`config.mk`:
```
export PLATFORM = sky130hd
export DESIGN_NAME = zjh_mod_down_counter
export DESIGN_NICKNAME = d
export VERILOG_FILES = /design/src/rtl/zjh_mod_down_counter.sv
export SDC_FILE = /design/constraint.sdc
export NUM_CORES = 1
export LEC_CHECK = 0
export CAP_MARGIN = 20
export CORE_AREA = 4 4 41 43
export CTS_BUF_LIST = sky130_fd_sc_hd__clkbuf_4
export CTS_CLUSTER_SIZE = 12
export DETAILED_ROUTE_END_ITERATION = 6
export DIE_AREA = 0 0 45 47
export MAX_ROUTING_LAYER = met4
export PLACE_DENSITY_LB_ADDON = 0.05
export SLEW_MARGIN = 10
export SYNTH_ARGS = -nofsm -noshare
export SYNTH_HDL_FRONTEND = slang
export SYNTH_SLANG_ARGS = --single-unit
```
`constraint.sdc`:
```
create_clock -name Clk -period 1.55 [get_ports Clk]
set_input_delay 0.31 -clock Clk [delete_from_list [all_inputs] [get_ports Clk]]
set_output_delay 0.31 -clock Clk [all_outputs]
set_load 0.02 [all_outputs]
```
`src/rtl/zjh_mod_down_counter.sv`:
```
// Synchronous presettable modulo-MODULUS down counter with cascade borrow,
// registered wrap pulse and registered clamped-load error flag.
module zjh_mod_down_counter #(
  parameter int WIDTH   = 4,
  parameter int MODULUS = 14
) (
  input  logic             Clk,
  input  logic             MR,
  input  logic             PE,
  input  logic             CEP,
  input  logic             CET,
  input  logic [WIDTH-1:0] D,
  output logic [WIDTH-1:0] Q,
  output logic             B,
  output logic             W,
  output logic             LERR
);

  localparam logic [WIDTH-1:0] MAX_Q   = WIDTH'(MODULUS - 1);
  localparam logic [WIDTH:0]   MOD_EXT = (WIDTH + 1)'(MODULUS);

  // One extra bit so MODULUS == 2**WIDTH compares correctly (never out of range).
  function automatic logic load_out_of_range(input logic [WIDTH-1:0] d);
    return ({1'b0, d} >= MOD_EXT);
  endfunction

  function automatic logic [WIDTH-1:0] clamp_load(input logic [WIDTH-1:0] d);
    return load_out_of_range(d) ? MAX_Q : d;
  endfunction

  logic             count_en;
  logic             at_zero;
  logic [WIDTH-1:0] q_nxt;
  logic             w_nxt;
  logic             lerr_nxt;

  assign count_en = CEP & CET;
  assign at_zero  = (Q == '0);

  always_comb begin
    q_nxt    = Q;
    w_nxt    = 1'b0;
    lerr_nxt = 1'b0;
    if (PE) begin
      q_nxt    = clamp_load(D);
      lerr_nxt = load_out_of_range(D);
    end else if (count_en) begin
      if (at_zero) begin
        q_nxt = MAX_Q;
        w_nxt = 1'b1;
      end else begin
        q_nxt = Q - 1'b1;
      end
    end
  end

  always_ff @(posedge Clk) begin
    if (MR) begin
      Q    <= '0;
      W    <= 1'b0;
      LERR <= 1'b0;
    end else begin
      Q    <= q_nxt;
      W    <= w_nxt;
      LERR <= lerr_nxt;
    end
  end

  // Borrow qualifies on CET only so a cascade ripples through stages like TC.
  assign B = at_zero & CET;

endmodule

```
==> results of run 1 <==
==> placed cells by master, fill, tap and decap left out, types with 2 or more instances in the layout <==
cell | netlist | final
inv_1 | 2 | 2
a211oi_1 | 2 | 2
a31oi_1 | 2 | 2
dfxtp_1 | 6 | 6
nor2_1 | 4 | 4
clkbuf_4 | 0 | 3
o21a_1 | 2 | 2
buf_4 | 0 | 11
nand2_1 | 2 | 2
clkdlybuf4s50_1 | 0 | 10
dlygate4sd2_1 | 0 | 4
==> cell usage after synthesis <==
master	number
xor2_1	1
and3_1	1
nand3_1	1
a21boi_0	1
o21a_1	2
xnor2_1	1
nor4b_1	1
inv_1	2
and4bb_4	1
and3b_1	1
a21oi_1	1
a211oi_1	2
or3b_1	1
o21ai_0	1
buf_6	1
a31oi_1	2
a21o_1	1
and3_4	1
dfxtp_1	6
nor3b_1	1
nor2_1	4
nand2_1	2
==> layer usage <==
metal | track usage, % | part of all wire, % | wire [um] | vias up
met5 | - | 0 | 0 | -
met4 | 7.02 | 0 | 0 | 0
met3 | 2.68 | 10 | 88 | 0
met2 | 16.1 | 48 | 421 | 13
met1 | 11.6 | 41 | 359 | 146
li1 | - | - | - | 186
==> logic make-up (layout without fill, tap and decap cells) <==
logic type / count (synthesis) / in the layout / synth area share (%)
AOI/OAI and AO/OA: 10 / 10 / 21.2
DFF: 6 / 6 / 37.6
and+or+nand+nor: 14 / 14 / 29.8
xor gates and xnor gates: 2 / 2 / 5.49
buffers and inverters: 3 / 31 / 5.88
==> through the flow <==
| step | area [um^2] | util, % | std cells |
|---|---|---|---|
| after floorplan | 319 | - | 35 |
| after global placement | 559 | 43.0 | 75 |
| after detailed placement | 559 | 43.0 | 75 |
| after CTS | 577 | 44.3 | 78 |
| after global routing | 572 | 43.9 | 78 |
| final | 572 | 43.9 | 78 |
==> repair_timing <==
action                                  in CTS  in global routing
resized for setup                            6                  1
endpoints found under the setup margin       5                  1
setup buffers                                0                  0
==> final cells by class <==
type | instances | area [um^2] | area share [%]
tap | 15 | 18.8 | 3.28
timing repair buffer | 26 | 223 | 38.9
sequential | 6 | 120 | 21.0
multi-input combinational | 26 | 180 | 31.5
clock buffer | 3 | 22.5 | 3.94
inverter | 2 | 7.51 | 1.31
==> flip-flops by register name (all words and copies together) (netlist names) <==
name  flops
W         1
Q         4
LERR      1
==> worst paths after layout <==
kind | slack [ps] | depth (start not counted) | start | endpoint
max | 90 | 5 | CET | Q[3]
min | 560 | 2 | Q[3] | W
max reg2reg | 210 | 4 | Q[1] | Q[3]
min reg2reg | 560 | 2 | Q[3] | W
==> where the power goes <==
part / switching (mW) / internal, mW
logic: 0.0591 / 0.0740
registers: 0.00466 / 0.165
clock network: 0.0538 / 0.0874
total: 0.118 / 0.326
==> worst max-delay path, stage by stage <==
cell and delay (ps):
clkdlybuf4s50_1 410, buf_4 140, and4bb_4 200, and3_4 160
or3b_1 350
==> qor.txt, run 1 <==
Final period util -> 94.1%
VDD IR max -> 0.392 mV
Die Area -> 2120 um^2
Cell area power density -> 776 nW/um^2
CTS root buffer -> clkbuf_4
Fillers -> 134
Max Slew Vio Count -> 0
Horiz. Die Dim -> 45 um
Synth area leaders -> dfxtp_1 (38%), and4bb_4 (5.1%), a211oi_1 (4.7%), nor2_1 (4.7%), o21a_1 (4.7%)
Post-Synthesis Net Count -> 44
Residual DRC count -> 0
CP startpoint kind -> primary input
Largest net degree at the start of global routing -> 6
Power Total -> 444 uW
First-pass GRT wire length -> 1500 um
Synthesized flop and latch total -> 6
RSZ-0062 raised after global routing -> false
Vias in the first global route -> 368
Relative slew slack -> 82.8%
Standard-cell rows -> 13
Max Root-Sink Buffers -> 2
Mapped Cells -> 35
Final min period -> 1460 ps
Wire per inst -> 11.1 um
Worst endpoint required time -> 1670 ps
Setup CP Type -> primary input to flop
Crit path capture type -> flop
Dpl ws -> -281 ps
Share of cells above drive strength 1 -> 27.0%
Initial antenna violation count -> 0
GRT Total Usage -> 10.4%
Share of the synthesized area in the top cell type -> 37.6%
Routability Congestion -> 0.715
Worst setup margin -> 91.2 ps
Synth warnings -> 0
Antenna Nets Post-Route -> 0
Synth unique cells -> 22
Hold WS -> 562 ps
Worst Tran Pin Value -> 255 ps
N_diodes -> 0
Final hold violations -> 0
I/O Pins -> 16
CTS hold repair buffers -> 0
Biggest area consumer among synthesized cells -> dfxtp_1
Critical path fanouts, max -> 3
Total gr overflow -> 0
HP Class -> flop to flop
Clk_lat worst skew -> 240 ps
Routed wire length -> 869 um
Fin Setup TNS -> 0 ps
Nets@finish -> 74
CTS tree -> done
Arr. time, crit path -> 1580 ps
Max-cap viol count -> 0
Vias per cell -> 4.42
Seq/Total Area, Yosys -> 37.6%
Half-perimeter wire length after placement -> 749 um
Core ar. -> 1300 um^2
Avg Cell Area, Syn -> 9.12 um^2
Layout Skew -> 1.28 ps
Starting Density -> 24.5%
DR iter-0 viols -> 1
Clock transition at path regs -> 40 ps
Drt first pass iters -> 2
Synth Cell Area -> 319 um^2
H-tree depth -> 1
Clock Sinks -> 6
Setup violations, final -> 0
Die height -> 47 um
Via count -> 345
Status -> finished, final reports clean
IO Port Bufs -> 15
FMAX -> 686 MHz
Area Overhead vs Synth -> 79.2%
Total CTS buffers -> 3
Leakage power -> 0.271 nW
(Power assumes the default switching activity.)
==> run 2: changes to the inputs <==
CTS_CLUSTER_SIZE = 25   (was 12)
==> results of run 2 <==
No change in the layout: final DEF, timing and power equal those of run 1.
